<file path="src/rtl/ps2_pkg.sv">
// +----------------------------------------------------------------------+
// | ps2_pkg : shared PS/2 frame and mouse packet definitions             |
// | Revision : 1.0                                                       |
// +----------------------------------------------------------------------+
`timescale 1ns/1ps
`default_nettype none

package ps2_pkg;

  typedef enum logic [1:0] {
    IDLE   = 2'd0,
    DATA   = 2'd1,
    PARITY = 2'd2,
    STOP   = 2'd3
  } ps2_state_e;

  localparam int   DATA_BITS = 8;
  localparam logic START_BIT = 1'b0;
  localparam logic STOP_BIT  = 1'b1;

  localparam int SYNC_BIT = 3;
  localparam int XSIGN    = 4;
  localparam int YSIGN    = 5;
  localparam int XOVF     = 6;
  localparam int YOVF     = 7;

  // Odd parity: data bits plus parity bit must hold an odd number of ones.
  function automatic logic frame_ok(input logic [7:0] data, input logic parity,
                                    input logic stop);
    return (stop == STOP_BIT) && (^{data, parity});
  endfunction

endpackage

`default_nettype wire

</file>
<file path="src/rtl/ps2_mouse_to_host_if.sv">
// +----------------------------------------------------------------------+
// | ps2_mouse_to_host_if : PS/2 receive-side lines and decoded outputs   |
// | Revision : 1.0                                                       |
// +----------------------------------------------------------------------+
`timescale 1ns/1ps
`default_nettype none

interface ps2_mouse_to_host_if;
  logic       rx_en;
  logic       ps2_clk;
  logic       ps2_data;
  logic [7:0] rx_byte;
  logic       rx_byte_valid;
  logic       frame_err;
  logic       pkt_valid;
  logic [2:0] pkt_buttons;
  logic [8:0] pkt_dx;
  logic [8:0] pkt_dy;
  logic [1:0] pkt_ovf;

  modport master (
    output rx_en, ps2_clk, ps2_data,
    input  rx_byte, rx_byte_valid, frame_err,
    input  pkt_valid, pkt_buttons, pkt_dx, pkt_dy, pkt_ovf
  );

  modport slave (
    input  rx_en, ps2_clk, ps2_data,
    output rx_byte, rx_byte_valid, frame_err,
    output pkt_valid, pkt_buttons, pkt_dx, pkt_dy, pkt_ovf
  );
endinterface

`default_nettype wire

</file>
<file path="src/rtl/ps2_line_filter.sv">
// +----------------------------------------------------------------------+
// | ps2_line_filter : synchronise PS/2 lines, debounce clock, fall strobe|
// | Revision : 1.0                                                       |
// +----------------------------------------------------------------------+
`timescale 1ns/1ps
`default_nettype none

module ps2_line_filter #(
  parameter int FILTER_LEN = 8
) (
  input  logic clk,
  input  logic rst,
  input  logic ps2_clk_i,
  input  logic ps2_data_i,
  output logic clk_fall_o,
  output logic data_sync_o
);

  localparam int CNT_W = $clog2(FILTER_LEN + 1);

  logic [1:0]       clk_sync_q;
  logic [1:0]       data_sync_q;
  logic             level_q, level_d;
  logic [CNT_W-1:0] cnt_q, cnt_d;
  logic             fall_q, fall_d;

  // Count consecutive samples disagreeing with the filtered level.
  always_comb begin
    level_d = level_q;
    cnt_d   = cnt_q;
    fall_d  = 1'b0;
    if (clk_sync_q[1] == level_q) begin
      cnt_d = '0;
    end else if (cnt_q == CNT_W'(FILTER_LEN - 1)) begin
      level_d = clk_sync_q[1];
      cnt_d   = '0;
      fall_d  = level_q;
    end else begin
      cnt_d = cnt_q + 1'b1;
    end
  end

  // Idle-high reset values keep the first real edge from looking like a glitch.
  always_ff @(posedge clk) begin
    if (rst) begin
      clk_sync_q  <= 2'b11;
      data_sync_q <= 2'b11;
      level_q     <= 1'b1;
      cnt_q       <= '0;
      fall_q      <= 1'b0;
    end else begin
      clk_sync_q  <= {clk_sync_q[0], ps2_clk_i};
      data_sync_q <= {data_sync_q[0], ps2_data_i};
      level_q     <= level_d;
      cnt_q       <= cnt_d;
      fall_q      <= fall_d;
    end
  end

  assign clk_fall_o  = fall_q;
  assign data_sync_o = data_sync_q[1];

endmodule

`default_nettype wire

</file>
<file path="src/rtl/ps2_mouse_to_host.sv">
// +----------------------------------------------------------------------+
// | ps2_mouse_to_host : PS/2 device-to-host deframer and packet builder  |
// | Revision : 1.0                                                       |
// +----------------------------------------------------------------------+
`timescale 1ns/1ps
`default_nettype none

module ps2_mouse_to_host
  import ps2_pkg::*;
#(
  parameter int FILTER_LEN  = 8,
  parameter int TIMEOUT_CYC = 200000
) (
  input  logic                clk,
  input  logic                rst,
  ps2_mouse_to_host_if.slave  bus
);

  localparam int TMO_W = $clog2(TIMEOUT_CYC + 1);

  logic w_fall;
  logic w_data;
  logic w_timeout;

  ps2_state_e       state_q, state_d;
  logic [2:0]       bit_cnt_q, bit_cnt_d;
  logic [7:0]       shift_q, shift_d;
  logic             parity_q, parity_d;
  logic [TMO_W-1:0] tmo_q, tmo_d;
  logic [7:0]       rx_byte_q, rx_byte_d;
  logic             rx_valid_q, rx_valid_d;
  logic             frame_err_q, frame_err_d;
  logic [1:0]       pkt_idx_q, pkt_idx_d;
  logic [7:0]       byte0_q, byte0_d;
  logic [7:0]       byte1_q, byte1_d;
  logic             pkt_valid_q, pkt_valid_d;
  logic [2:0]       buttons_q, buttons_d;
  logic [8:0]       dx_q, dx_d;
  logic [8:0]       dy_q, dy_d;
  logic [1:0]       ovf_q, ovf_d;

  ps2_line_filter #(
    .FILTER_LEN (FILTER_LEN)
  ) u_filter (
    .clk         (clk),
    .rst         (rst),
    .ps2_clk_i   (bus.ps2_clk),
    .ps2_data_i  (bus.ps2_data),
    .clk_fall_o  (w_fall),
    .data_sync_o (w_data)
  );

  assign w_timeout = (state_q != IDLE) && (tmo_q == TMO_W'(TIMEOUT_CYC));

  always_comb begin
    state_d     = state_q;
    bit_cnt_d   = bit_cnt_q;
    shift_d     = shift_q;
    parity_d    = parity_q;
    tmo_d       = tmo_q;
    rx_byte_d   = rx_byte_q;
    rx_valid_d  = 1'b0;
    frame_err_d = 1'b0;
    pkt_idx_d   = pkt_idx_q;
    byte0_d     = byte0_q;
    byte1_d     = byte1_q;
    pkt_valid_d = 1'b0;
    buttons_d   = buttons_q;
    dx_d        = dx_q;
    dy_d        = dy_q;
    ovf_d       = ovf_q;

    if (!bus.rx_en) begin
      state_d   = IDLE;
      bit_cnt_d = '0;
      pkt_idx_d = '0;
      tmo_d     = '0;
    end else begin
      tmo_d = (state_q == IDLE || w_fall) ? '0 : tmo_q + 1'b1;

      // A timeout takes priority over a fall landing in the same cycle.
      if (w_timeout) begin
        frame_err_d = 1'b1;
        state_d     = IDLE;
        bit_cnt_d   = '0;
        tmo_d       = '0;
      end else if (w_fall) begin
        unique case (state_q)
          IDLE: begin
            if (w_data == START_BIT) begin
              state_d   = DATA;
              bit_cnt_d = '0;
            end else begin
              frame_err_d = 1'b1;
            end
          end
          DATA: begin
            shift_d[bit_cnt_q] = w_data;
            bit_cnt_d          = bit_cnt_q + 1'b1;
            if (bit_cnt_q == 3'(DATA_BITS - 1)) state_d = PARITY;
          end
          PARITY: begin
            parity_d = w_data;
            state_d  = STOP;
          end
          STOP: begin
            state_d = IDLE;
            if (frame_ok(shift_q, parity_q, w_data)) begin
              rx_byte_d  = shift_q;
              rx_valid_d = 1'b1;
            end else begin
              frame_err_d = 1'b1;
            end
          end
          default: state_d = IDLE;
        endcase
      end

      if (frame_err_d) begin
        pkt_idx_d = '0;
      end else if (rx_valid_q) begin
        unique case (pkt_idx_q)
          2'd0: begin
            if (rx_byte_q[SYNC_BIT]) begin
              byte0_d   = rx_byte_q;
              pkt_idx_d = 2'd1;
            end
          end
          2'd1: begin
            byte1_d   = rx_byte_q;
            pkt_idx_d = 2'd2;
          end
          default: begin
            buttons_d   = byte0_q[2:0];
            dx_d        = {byte0_q[XSIGN], byte1_q};
            dy_d        = {byte0_q[YSIGN], rx_byte_q};
            ovf_d       = {byte0_q[YOVF], byte0_q[XOVF]};
            pkt_valid_d = 1'b1;
            pkt_idx_d   = '0;
          end
        endcase
      end
    end
  end

  always_ff @(posedge clk) begin
    if (rst) begin
      state_q     <= IDLE;
      bit_cnt_q   <= '0;
      shift_q     <= '0;
      parity_q    <= 1'b0;
      tmo_q       <= '0;
      rx_byte_q   <= '0;
      rx_valid_q  <= 1'b0;
      frame_err_q <= 1'b0;
      pkt_idx_q   <= '0;
      byte0_q     <= '0;
      byte1_q     <= '0;
      pkt_valid_q <= 1'b0;
      buttons_q   <= '0;
      dx_q        <= '0;
      dy_q        <= '0;
      ovf_q       <= '0;
    end else begin
      state_q     <= state_d;
      bit_cnt_q   <= bit_cnt_d;
      shift_q     <= shift_d;
      parity_q    <= parity_d;
      tmo_q       <= tmo_d;
      rx_byte_q   <= rx_byte_d;
      rx_valid_q  <= rx_valid_d;
      frame_err_q <= frame_err_d;
      pkt_idx_q   <= pkt_idx_d;
      byte0_q     <= byte0_d;
      byte1_q     <= byte1_d;
      pkt_valid_q <= pkt_valid_d;
      buttons_q   <= buttons_d;
      dx_q        <= dx_d;
      dy_q        <= dy_d;
      ovf_q       <= ovf_d;
    end
  end

  assign bus.rx_byte       = rx_byte_q;
  assign bus.rx_byte_valid = rx_valid_q;
  assign bus.frame_err     = frame_err_q;
  assign bus.pkt_valid     = pkt_valid_q;
  assign bus.pkt_buttons   = buttons_q;
  assign bus.pkt_dx        = dx_q;
  assign bus.pkt_dy        = dy_q;
  assign bus.pkt_ovf       = ovf_q;

endmodule

`default_nettype wire
</file>
<file path="src/flat_wrapper.sv">
// flat-port wrapper written by rule: the top's interface ports become plain ports
module ps2_mouse_to_host_flat import ps2_pkg::*;
#(
  parameter int FILTER_LEN  = 8,
  parameter int TIMEOUT_CYC = 200000
)
  (clk, rst, bus_rx_en, bus_ps2_clk, bus_ps2_data, bus_rx_byte, bus_rx_byte_valid, bus_frame_err, bus_pkt_valid, bus_pkt_buttons, bus_pkt_dx, bus_pkt_dy, bus_pkt_ovf);
  ps2_mouse_to_host_if bus_i ();
  input  logic clk;
  input  logic rst;
  input wire logic [$bits(bus_i.rx_en)-1:0] bus_rx_en;
  input wire logic [$bits(bus_i.ps2_clk)-1:0] bus_ps2_clk;
  input wire logic [$bits(bus_i.ps2_data)-1:0] bus_ps2_data;
  output wire logic [$bits(bus_i.rx_byte)-1:0] bus_rx_byte;
  output wire logic [$bits(bus_i.rx_byte_valid)-1:0] bus_rx_byte_valid;
  output wire logic [$bits(bus_i.frame_err)-1:0] bus_frame_err;
  output wire logic [$bits(bus_i.pkt_valid)-1:0] bus_pkt_valid;
  output wire logic [$bits(bus_i.pkt_buttons)-1:0] bus_pkt_buttons;
  output wire logic [$bits(bus_i.pkt_dx)-1:0] bus_pkt_dx;
  output wire logic [$bits(bus_i.pkt_dy)-1:0] bus_pkt_dy;
  output wire logic [$bits(bus_i.pkt_ovf)-1:0] bus_pkt_ovf;
  assign bus_i.rx_en = bus_rx_en;
  assign bus_i.ps2_clk = bus_ps2_clk;
  assign bus_i.ps2_data = bus_ps2_data;
  assign bus_rx_byte = bus_i.rx_byte;
  assign bus_rx_byte_valid = bus_i.rx_byte_valid;
  assign bus_frame_err = bus_i.frame_err;
  assign bus_pkt_valid = bus_i.pkt_valid;
  assign bus_pkt_buttons = bus_i.pkt_buttons;
  assign bus_pkt_dx = bus_i.pkt_dx;
  assign bus_pkt_dy = bus_i.pkt_dy;
  assign bus_pkt_ovf = bus_i.pkt_ovf;
  ps2_mouse_to_host #(.FILTER_LEN(FILTER_LEN), .TIMEOUT_CYC(TIMEOUT_CYC)) u_core (.clk(clk), .rst(rst), .bus(bus_i));
endmodule
</file>
<file path="config.mk">
export PLATFORM = sky130hd
export DESIGN_NAME = ps2_mouse_to_host_flat
export DESIGN_NICKNAME = d
export VERILOG_FILES = /design/src/rtl/ps2_pkg.sv /design/src/rtl/ps2_mouse_to_host_if.sv /design/src/rtl/ps2_line_filter.sv /design/src/rtl/ps2_mouse_to_host.sv /design/src/flat_wrapper.sv
export SDC_FILE = /design/constraint.sdc
export NUM_CORES = 1
export LEC_CHECK = 0
export ABC_AREA = 0
export CAP_MARGIN = 20
export CELL_PAD_IN_SITES_DETAIL_PLACEMENT = 0
export CELL_PAD_IN_SITES_GLOBAL_PLACEMENT = 1
export CORE_MARGIN = 1.5
export CORE_UTILIZATION = 35
export CTS_CLUSTER_DIAMETER = 120
export DETAILED_ROUTE_END_ITERATION = 10
export PLACE_DENSITY_LB_ADDON = 0.12
export SYNTH_ARGS = -nofsm -noshare
export SYNTH_HDL_FRONTEND = slang
export SYNTH_SLANG_ARGS = --single-unit
export TNS_END_PERCENT = 1
</file>
<file path="constraint.sdc">
create_clock -name clk -period 1.98 [get_ports clk]
set_input_delay 0.297 -clock clk [delete_from_list [all_inputs] [get_ports clk]]
set_output_delay 0.297 -clock clk [all_outputs]
set_load 0.02 [all_outputs]
</file>
# Word level (Yosys, flattened, before mapping)

Index checks and enable logic that the tools add are counted.

$add $sub $neg: 3
Magnitude comparators: 2
Equal/unequal tests: 11
Multiplexer cells: 18
Bitwise logic cells: 9
Reductions and logical operators: 28

Operator list:

| cell                  | count |
|---|---|
| $add 18x1->18 const B | 1 |
| $eq 18x18->1 const B  | 1 |
| $reduce_and 4->1      | 4 |
| $reduce_or 3->1       | 4 |
| $reduce_and 5->1      | 2 |
| $not 1->1             | 9 |
| $reduce_xor 9->1      | 1 |
| $bwmux 8              | 1 |
| $mux 1                | 8 |
| $pmux 2 s4            | 1 |
| $reduce_or 4->1       | 2 |
| $mux 2                | 3 |
| $pmux 3 s2            | 1 |
| $reduce_and 3->1      | 2 |
| $reduce_or 5->1       | 1 |
| $add 4x1->4 const B   | 1 |
| $eq 2x1->1 const B    | 2 |
| $eq 2x2->1 const B    | 2 |
| $eq 4x3->1 const B    | 1 |
| $logic_not 2->1       | 2 |
| $lt 3x4->1 const B    | 1 |
| $ne 2x1->1 const B    | 2 |
| $pmux 2 s2            | 1 |
| $reduce_and 2->1      | 2 |
| 12 further kinds      | 16 |

Register bits after elaboration: 94
Input bits: 5
Output and inout port bits: 34
Word-level logic and storage cells: 92

# Depth between registers and ports, before layout

Gate-level depths: netlist (run 1).

Depth after elaboration: 9
Gate-level depth with buffers: 10
Depth with buffers taken out: 7

# By module

From an unflattened synthesis (run 1), not the netlist that was laid out.

Cell total of the unflattened synthesis: 419
Area total of the unflattened synthesis: 4108.9 um^2

Modules (own cells, without submodules):

| module            | times used | cells each | area each (um^2) | seq. area each (um^2) |
|---|---|---|---|---|
| ps2_mouse_to_host | 1          | 389        | 3756.1           | 1661.6 |
| ps2_line_filter   | 1          | 30         | 352.8            | 200.2 |

# Worst setup path before layout (run 1)

No wires, ideal clock.

Kind: reg-to-reg
Start point: register u_core.shift_q[0]
End point: register u_core.pkt_idx_q[0]
Data arrival time: 1783 ps
Required time: 1848 ps
Setup slack: 65 ps
Stages on the path, launching flop included: 7
Path buffers: 1
Cell sequence: dfxtp_1 xor2_1 xnor3_2 xnor2_4 buf_4 a311oi_1 nor3_1

Longest elaborated chain between the ends: 8

RTL lines:

| item                             | RTL line                 | RTL |
|---|---|---|
| start, declared                  | ps2_mouse_to_host.sv:27  | `logic [7:0] shift_q, shift_d;` |
| start signal, assigned           | ps2_mouse_to_host.sv:167 | `shift_q <= shift_d;` |
| $reduce_xor 9->1                 | ps2_pkg.sv:30            | `return (stop == STOP_BIT) && (^{data, parity});` |
| $logic_and 1x1->1                | ps2_pkg.sv:30            |  |
| $mux 1                           | ps2_mouse_to_host.sv:108 | `if (frame_ok(shift_q, parity_q, w_data)) begin` |
| $pmux 1 s2                       | ps2_mouse_to_host.sv:88  | `unique case (state_q)` |
| $mux 1                           | ps2_mouse_to_host.sv:87  | `end else if (w_fall) begin` |
| $mux 1                           | ps2_mouse_to_host.sv:82  | `if (w_timeout) begin` |
| $mux 1                           | ps2_mouse_to_host.sv:73  | `if (!bus.rx_en) begin` |
| $reduce_or 3->1 (no source line) | n/a                      |  |
| end signal, assigned             | ps2_mouse_to_host.sv:173 | `pkt_idx_q <= pkt_idx_d;` |
| end, declared                    | ps2_mouse_to_host.sv:33  | `logic [1:0] pkt_idx_q, pkt_idx_d;` |

No other way between the ends. The select of a mux whose other input is x is not followed.
A chain may end at the register's enable or synchronous reset.

# Final worst setup path (run 1)

Start point: register u_core.tmo_q[5]
End point: register u_core.dx_q[3] (netlist: u_core.bus.pkt_dx[3])

Longest elaborated chain between the ends: 6

RTL lines:

| item                              | RTL line                 | RTL |
|---|---|---|
| start, declared                   | ps2_mouse_to_host.sv:29  | `logic [TMO_W-1:0] tmo_q, tmo_d;` |
| start signal, assigned            | ps2_mouse_to_host.sv:169 | `tmo_q <= tmo_d;` |
| $eq 18x18->1                      | ps2_mouse_to_host.sv:53  | `assign w_timeout = (state_q != IDLE) && (tmo_q == TMO_W'(TIMEOUT_CYC));` |
| $logic_and 1x1->1                 | ps2_mouse_to_host.sv:53  |  |
| $mux 1                            | ps2_mouse_to_host.sv:82  |  |
| $mux 1                            | ps2_mouse_to_host.sv:73  |  |
| $not 1->1 (no source line)        | n/a                      |  |
| $reduce_and 4->1 (no source line) | n/a                      |  |
| end signal, assigned              | ps2_mouse_to_host.sv:161 | `dx_q <= '0;` |
| end signal, assigned              | ps2_mouse_to_host.sv:178 | `dx_q <= dx_d;` |
| end, declared                     | ps2_mouse_to_host.sv:38  | `logic [8:0] dx_q, dx_d;` |

No other way between the ends. The select of a mux whose other input is x is not followed.

==> results.txt, run 1 <==
Clock slew at reported path FFs: 0.07 ns
Unrepaired setup endpoints after global routing: true
Net count after synthesis: 433
Average detailed-routed wire length per instance: 14.1 um
Routed wl met3: 222 um
Count of hold-fix buffers inserted at cts: 0
Sum of routed wire length over all layers: 9020 um
First-pass GRT wire length: 15100 um
Starting density of the core: 35.9%
Post-Synthesis Mean Instance Area: 9.85 um^2
Maximum buffer depth of the clock tree: 2
Pins Over Slew Limit: 0
Cell row count: 39
Nets@finish: 505
Post-Route Setup TNS: 0 ns
Number of instances in the synthesized netlist: 418
Final min period: 1.94 ns
Layout Skew: 0.00788 ns
Register-to-register setup slack: 0.04 ns
P_leak: 2.19 nW
Synthesized-area fraction occupied by ao, oa, aoi and oai cells: 6.90%
Worst slew margin relative to its limit: 59.8%
Final setup violating endpoints: 0
CP endpoint: u_core.bus.pkt_dx[3]$_SDFFE_PP0P_
Final weighted congestion in routability-driven placement: 0.744
VDD IR max: 0.378 mV
Filler Cell Count: 1117
Area of the die: 12400 um^2
Vias per cell: 4.90
Congestion Overflow GR: 0
Number of clock sinks seen by CTS: 93
Cell Area, Placed: 4910 um^2
EDFF count, synth: 0
Post-route worst setup slack: 0.0373 ns
Synthesized-area fraction occupied by xor and xnor cells: 6.74%
Fraction of synthesis flops using an asynchronous set or reset pin: 0%
Total DRC errors in the routed layout: 0
Primary FF master, synth: sky130_fd_sc_hd__dfxtp_1
Share of the synthesized area in the top cell type: 45.2%
Worst Setup Start Kind: register
Area growth from synthesis to layout: 27.6%
Register-to-Register Path Depth: 6
Unique masters post-synth: 46
Maximum number of pins on one net before global-route repair: 72
Result of the run: finished clean
FF-to-FF End: u_core.bus.pkt_dx[3]$_SDFFE_PP0P_
R2R Path Start: u_core.tmo_q[5]$_SDFF_PP0_
Type of the tightest min-delay check: input port to register
Transition time at the pin with the least slew margin: 0.603 ns
Worst EP arrival: 2.21 ns
Post-synthesis register bit count: 93
Top routing layer in use: met4
Peak clock frequency supported by timing: 515 MHz
Share of the cycle needed by the critical path after routing: 98.1%
Final antenna diode count: 0
CP required: 2.24 ns
HPWL Detailed: 6240 um
Cell type contributing the most total cell area after synthesis: sky130_fd_sc_hd__dfxtp_1
YS warnings: 0
Largest family of logic cells by synthesized area: simple AND/OR/NAND/NOR gates
Met1 Wirelength: 4720 um
Global router's overall resource usage: 15.2%
Worst hold slack: 0.305 ns
Detailed-router iteration count before antenna repair: 4
Crit path max-delay cell type: sky130_fd_sc_hd__or4_1
Overall via count from detail_route: 3126
Root cell of the clock tree: sky130_fd_sc_hd__clkbuf_16
Top area cells in the synthesized netlist: sky130_fd_sc_hd__dfxtp_1, sky130_fd_sc_hd__mux2i_1, sky130_fd_sc_hd__nand2b_1
Share of synthesized area occupied by flip-flops and latches: 45.2%
Height of the chip: 111 um
TritonCTS clock tree: done
Adder-cell share of the synthesized area: 3.04%
Total power density per cell area: 687 nW/um^2
Number of placed I/O pins: 39
Hold violation count in the final report: 0
Horizontal die dimension: 111 um
Port Buffer Count: 38
Slowest Stage Delay on Critical Path: 0.57 ns
Fraction of layout instances using a drive strength above 1: 16.0%
Number of clock buffers inserted by TritonCTS: 9
Post-route design area: 5260 um^2
Share of cell area taken by muxes after synthesis: 12.2%
Antenna-violating nets left: 0
Iteration-0 DRC Markers: 150
Cell Area, Synth: 4120 um^2
Clock latency at the later pin of the worst-skew pair: 0.34 ns
Via count of the first global-routing pass: 3082
Sequence of cells on the critical path: or4_1 > nor2_1 > a21oi_2 > o211ai_4 > buf_12 > mux2i_1
Share of synthesized cell area in and, or, nand and nor gates: 23.1%
Met2 routed WL: 3930 um
Number of buffers added for setup after CTS: 0
Max FO, Critical Path: 23
Post-Route Utilization: 45.8%
Max-cap check violation count: 0
Pre-CTS setup slack: -0.166 ns
Antenna violations before repair: 0
Origin of the worst setup path: u_core.tmo_q[5]$_SDFF_PP0_
Maximum level of the CTS H-tree: 3
Area of the core: 11500 um^2
Setup CP Type: register to register
CP Capture Type: register
worst min-delay path by stage:
stage / depth (start not counted) / to / from
6_report: 3 / u_core.bus.frame_err$_SDFF_PP0_ / rst
5_1_grt: 3 / u_core.bus.frame_err$_SDFF_PP0_ / rst
4_1_cts: 3 / u_core.bus.frame_err$_SDFF_PP0_ / rst
3_5_place_dp: 1 / u_core.u_filter.clk_sync_q[1]$_SDFF_PP1_ / u_core.u_filter.clk_sync_q[0]$_SDFF_PP1_
3_3_place_gp: 1 / u_core.u_filter.clk_sync_q[1]$_SDFF_PP1_ / u_core.u_filter.clk_sync_q[0]$_SDFF_PP1_
2_1_floorplan: 1 / u_core.u_filter.clk_sync_q[1]$_SDFF_PP1_ / u_core.u_filter.clk_sync_q[0]$_SDFF_PP1_
per-layer routing:
layer / up-vias / global-route usage [%]
li1: 1597 / -
met1: 1480 / 21.3
met2: 38 / 22.8
met3: 11 / 3.05
met4: 0 / 6.33
met5: - / 0
cells in the mapped netlist (2+ instances only):
library cell / count
sky130_fd_sc_hd__a21oi_1: 12
sky130_fd_sc_hd__a22oi_1: 2
sky130_fd_sc_hd__and3_1: 6
sky130_fd_sc_hd__and4_1: 5
sky130_fd_sc_hd__buf_2: 3
sky130_fd_sc_hd__buf_4: 2
sky130_fd_sc_hd__buf_6: 2
sky130_fd_sc_hd__clkbuf_1: 11
sky130_fd_sc_hd__dfxtp_1: 93
sky130_fd_sc_hd__ha_1: 10
sky130_fd_sc_hd__inv_1: 7
sky130_fd_sc_hd__mux2i_1: 50
sky130_fd_sc_hd__nand2_1: 13
sky130_fd_sc_hd__nand2b_1: 52
sky130_fd_sc_hd__nand3_1: 9
sky130_fd_sc_hd__nand3b_1: 2
sky130_fd_sc_hd__nand4_1: 14
sky130_fd_sc_hd__nand4b_1: 2
sky130_fd_sc_hd__nor2_1: 45
sky130_fd_sc_hd__nor2b_1: 3
sky130_fd_sc_hd__nor3_1: 6
sky130_fd_sc_hd__nor4_1: 3
sky130_fd_sc_hd__nor4b_1: 3
sky130_fd_sc_hd__o211ai_4: 2
sky130_fd_sc_hd__o21ai_1: 8
sky130_fd_sc_hd__o31ai_1: 8
sky130_fd_sc_hd__or2_2: 4
sky130_fd_sc_hd__xnor2_1: 10
sky130_fd_sc_hd__xor2_1: 14
metrics by stage:
step | std cells | power (mW)
2_1_floorplan | 418 | 1.96
3_3_place_gp | 622 | 1.98
3_5_place_dp | 622 | 1.98
4_1_cts | 638 | 3.65
5_1_grt | 638 | 3.75
6_report | 638 | 3.61
cells in the final DEF, fill, tap and decap left out, types with 11 or more instances in the layout:
master / Yosys / final
sky130_fd_sc_hd__nand2_1: 13 / 13
sky130_fd_sc_hd__nor2_1: 45 / 45
sky130_fd_sc_hd__clkdlybuf4s50_1: 0 / 37
sky130_fd_sc_hd__dfxtp_1: 93 / 90
sky130_fd_sc_hd__mux2i_1: 50 / 50
sky130_fd_sc_hd__buf_4: 2 / 37
sky130_fd_sc_hd__nand2b_1: 52 / 52
sky130_fd_sc_hd__nand4_1: 14 / 14
sky130_fd_sc_hd__a21oi_1: 12 / 11
sky130_fd_sc_hd__xor2_1: 14 / 13
cell type report:
class	count	area [um^2]	area share, %
multi-input combinational	300	2180	41.5
tap	143	179	3.40
inverter	7	26.3	0.500
clock buffer	11	253	4.81
clock inverter	5	33.8	0.643
sequential	93	1870	35.5
timing repair buffer	79	716	13.6
flip-flops by register name, indices dropped and copies added, names as in the netlist, 2 cells and up:
name / flops
u_core.u_filter.clk_sync_q: 2
u_core.pkt_idx_q: 2
u_core.bus.rx_byte: 8
u_core.bus.pkt_dx: 9
u_core.byte0_q: 7
u_core.state_q: 2
u_core.u_filter.data_sync_q: 2
u_core.bus.pkt_ovf: 2
u_core.bus.pkt_buttons: 3
u_core.tmo_q: 18
u_core.bit_cnt_q: 3
u_core.bus.pkt_dy: 9
u_core.u_filter.cnt_q: 4
u_core.byte1_q: 8
u_core.shift_q: 8
logic make-up after synthesis:
group,after synthesis
muxes,50
buffers and inverters,25
xor gates and xnor gates,27
adders and majority gates,10
and+or+nand+nor,173
DFF,93
AOI/OAI and AO/OA,40
power breakdown:
part | internal (mW) | switching [mW]
combinational | 0.0307 | 0.0324
sequential | 1.87 | 0.00250
clock | 0.921 | 0.748
repair_timing:
item,4_1_cts,5_1_grt
endpoints found under the setup margin,48,56
resized for setup,6,7
pin swaps,2,4
cloned,0,0
worst max-delay path, delay by kind of cell, from the launching register on:
family | cells | cell delay (ns)
buffers and inverters | 1 | 0.22
multiplexers | 1 | 0.23
AO/OA/AOI/OAI | 2 | 0.29
flip-flops | 1 | 0.33
AND/OR/NAND/NOR | 2 | 0.79
(Power assumes the default switching activity.)
==> run 2: changes to the inputs <==
--- a/config.mk
+++ b/config.mk
@@ -7,8 +7,6 @@
 export LEC_CHECK = 0
 export ABC_AREA = 0
 export CAP_MARGIN = 20
-export CELL_PAD_IN_SITES_DETAIL_PLACEMENT = 0
-export CELL_PAD_IN_SITES_GLOBAL_PLACEMENT = 1
 export CORE_MARGIN = 1.5
 export CORE_UTILIZATION = 35
 export CTS_CLUSTER_DIAMETER = 120
==> results.txt, run 2 (same netlist as run 1, synthesis figures left out) <==
Result of the run: finished with violations
Violations in the final reports: setup timing
Critical hold path startpoint: rst
Number of clock sinks seen by CTS: 93 (unchanged)
Hold Path End: u_core.bus.frame_err$_SDFF_PP0_
Peak clock frequency supported by timing: 491 MHz (-4.7%)
Cell row count: 39 (unchanged)
Worst EP arrival: 2.26 ns (+0.05 ns)
Fraction of layout instances using a drive strength above 1: 15.0% (-0.98 points)
Hold Path Cell Cnt: 3 (unchanged)
Sum of routed wire length over all layers: 8870 um (-1.7%)
Max FFs per register: 18 (unchanged)
Iteration-0 DRC Markers: 111 (-26%)
Register-to-register setup slack: -0.06 ns (-0.10 ns)
VDD IR max: 0.365 mV (-3.4%)
Via count of the first global-routing pass: 3139 (+1.8%)
Pins Over Slew Limit: 0 (unchanged)
Area of the core: 11500 um^2 (unchanged)
Buffers plus inverters on the worst setup path: 2 (+1)
Crit path max-delay cell type: sky130_fd_sc_hd__xnor3_2
Nets@finish: 504 (-0.20%)
Total DRC errors in the routed layout: 0 (unchanged)
Area growth from synthesis to layout: 27.4%
Top reg by flops: u_core.tmo_q
Antenna violations before repair: 0 (unchanged)
TritonCTS clock tree: done
Number of placed I/O pins: 39 (unchanged)
Hold violation count in the final report: 0 (unchanged)
Sequence of cells on the critical path: xnor2_2 > xnor3_2 > xnor2_4 > buf_6 > o211ai_4 > buf_12 > mux2i_1
Placed instance count: 619 (-0.48%)
Share of the cycle needed by the critical path after routing: 103% (+4.8 points)
Highest-count cells in the layout ignoring fill and taps: sky130_fd_sc_hd__dfxtp_1, sky130_fd_sc_hd__nand2b_1, sky130_fd_sc_hd__mux2i_1
Starting density of the core: 35.9% (unchanged)
First-pass GRT wire length: 15200 um (+0.27%)
Average detailed-routed wire length per instance: 13.9 um (-1.6%)
Congestion Overflow GR: 0 (unchanged)
Vias per cell: 4.81 (-1.9%)
P_leak: 2.18 nW (about the same)
Type of the tightest min-delay check: input port to register
Final min period: 2.04 ns (+0.0958 ns)
Clock slew at reported path FFs: 0.06 ns (about the same)
Max-cap check violation count: 0 (unchanged)
Overall Power: 3.66 mW (+1.4%)
Final weighted congestion in routability-driven placement: 0.786 (+5.6%)
CP required: 2.20 ns (-0.04 ns)
Port Buffer Count: 38 (unchanged)
Family with the most delay on the worst path: XOR/XNOR gates
Global router's overall resource usage: 15.2% (about the same)
Area of the die: 12400 um^2 (unchanged)
Root cell of the clock tree: sky130_fd_sc_hd__clkbuf_16
CP Capture Type: register
Final antenna diode count: 0 (unchanged)
Post-Route Utilization: 45.8% (-0.076 points)
Height of the chip: 111 um (unchanged)
Clock latency at the later pin of the worst-skew pair: 0.34 ns (about the same)
Total power density per cell area: 697 nW/um^2 (+1.5%)
Max FO, Critical Path: 8 (-65%)
Post-route worst setup slack: -0.0586 ns (-0.0958 ns)
Slowest Stage Delay on Critical Path: 0.50 ns (-0.07 ns)
Unrepaired setup endpoints after global routing: true
Worst Setup Start Kind: register
Maximum level of the CTS H-tree: 3 (unchanged)
Number of clock buffers inserted by TritonCTS: 9 (unchanged)
HPWL Detailed: 6270 um (+0.59%)
FF-to-FF End: u_core.byte1_q[5]$_SDFFE_PP0P_
Register-to-Register Path Depth: 7 (+1)
Horizontal die dimension: 111 um (unchanged)
Detailed-router iteration count before antenna repair: 4 (unchanged)
Antenna-violating nets left: 0 (unchanged)
Most common library cell in the layout ignoring fill and taps: sky130_fd_sc_hd__dfxtp_1
Maximum buffer depth of the clock tree: 2 (unchanged)
Worst slew margin relative to its limit: 61.6% (+1.8 points)
R2R Path Start: u_core.shift_q[7]$_SDFFE_PP0P_
Overall via count from detail_route: 3061 (-2.1%)
Filler-free cell count of the finished design: 637 (-0.16%)
Layout Skew: 0.00583 ns (-0.00205 ns)
Filler Cell Count: 1115 (-0.18%)
Maximum number of pins on one net before global-route repair: 72 (unchanged)
Setup CP Type: register to register
Final setup violating endpoints: 12 (+12)
Transition time at the pin with the least slew margin: 0.576 ns (-0.0266 ns)
## run 2: cell count changes in the layout (fill, tap and decap cells not counted), sizes merged
| cell | delta |
|---|---|
| bufinv | +1 |
| clkinv | -1 |
| clkinvlp | -2 |
| clkbuf | +2 |
| buf | -1 |
## run 2: final cells by class
type,instances,area [um^2],share of cell area [%]
tap,143,179,3.41
inverter,7,26.3,0.501
timing repair buffer,78,702,13.4
clock inverter,3,43.8,0.835
sequential,93,1870,35.6
multi-input combinational,300,2180,41.5
clock buffer,13,250,4.77
## run 2: metrics by stage
stage | hold slack, ns | TNS, ns | area (um^2) | setup WS [ns]
3_3_place_gp | 0.400 | -3.38 | 4890 | -0.150
3_5_place_dp | 0.401 | -5.03 | 4890 | -0.192
5_1_grt | 0.319 | -2.81 | 5250 | -0.129
4_1_cts | 0.316 | -0.306 | 5220 | -0.0496
2_1_floorplan | 0.389 | 0 | 4120 | 0.0649
6_report | 0.325 | -0.480 | 5250 | -0.0586
## run 2: timing repair
| item | CTS | global route |
|---|---|---|
| resized for setup | 8 | 4 |
| hold endpoints to repair | 0 | 0 |
| setup buffers | 0 | 2 |
| pin swaps | 4 | 5 |
| hold buffers | 0 | 0 |
| endpoints found under the setup margin | 50 | 56 |
## run 2: where the power goes
part / switching, mW / total, mW / leakage [nW] / internal, mW
sequential: 0.00229 / 1.88 / 0.751 / 1.87
clock: 0.700 / 1.72 / 0.144 / 1.02
combinational: 0.0322 / 0.0630 / 1.29 / 0.0308
## run 2: metal layers
metal  vias up  share of wire (%)  track usage [%]
li1       1593                  -                -
met1      1430                 49             19.4
met2        26                 47             25.2
met3        12                1.9             2.83
met4         0                1.8             6.50
met5         -                  0                0
## run 2: how the worst max path moves through the flow
stage	startpoint	to	slack, ns	depth (start not counted)
floorplan	u_core.shift_q[0]$_SDFFE_PP0P_	u_core.pkt_idx_q[0]$_SDFFE_PP0P_	0.06	6
global placement	u_core.shift_q[0]$_SDFFE_PP0P_	u_core.pkt_idx_q[0]$_SDFFE_PP0P_	-0.15	6
detailed placement	u_core.state_q[0]$_SDFFE_PP0P_	u_core.byte0_q[7]$_SDFFE_PP0P_	-0.19	7
CTS	u_core.shift_q[0]$_SDFFE_PP0P_	u_core.byte1_q[5]$_SDFFE_PP0P_	-0.05	7
global route	u_core.shift_q[7]$_SDFFE_PP0P_	u_core.byte1_q[5]$_SDFFE_PP0P_	-0.13	7
finish	u_core.shift_q[7]$_SDFFE_PP0P_	u_core.byte1_q[5]$_SDFFE_PP0P_	-0.06	7
## run 2: worst min-delay path, stage by stage
cell                       delay (ns)
sky130_fd_sc_hd__buf_2           0.12
sky130_fd_sc_hd__nand2b_1        0.15
sky130_fd_sc_hd__nor2_1          0.05
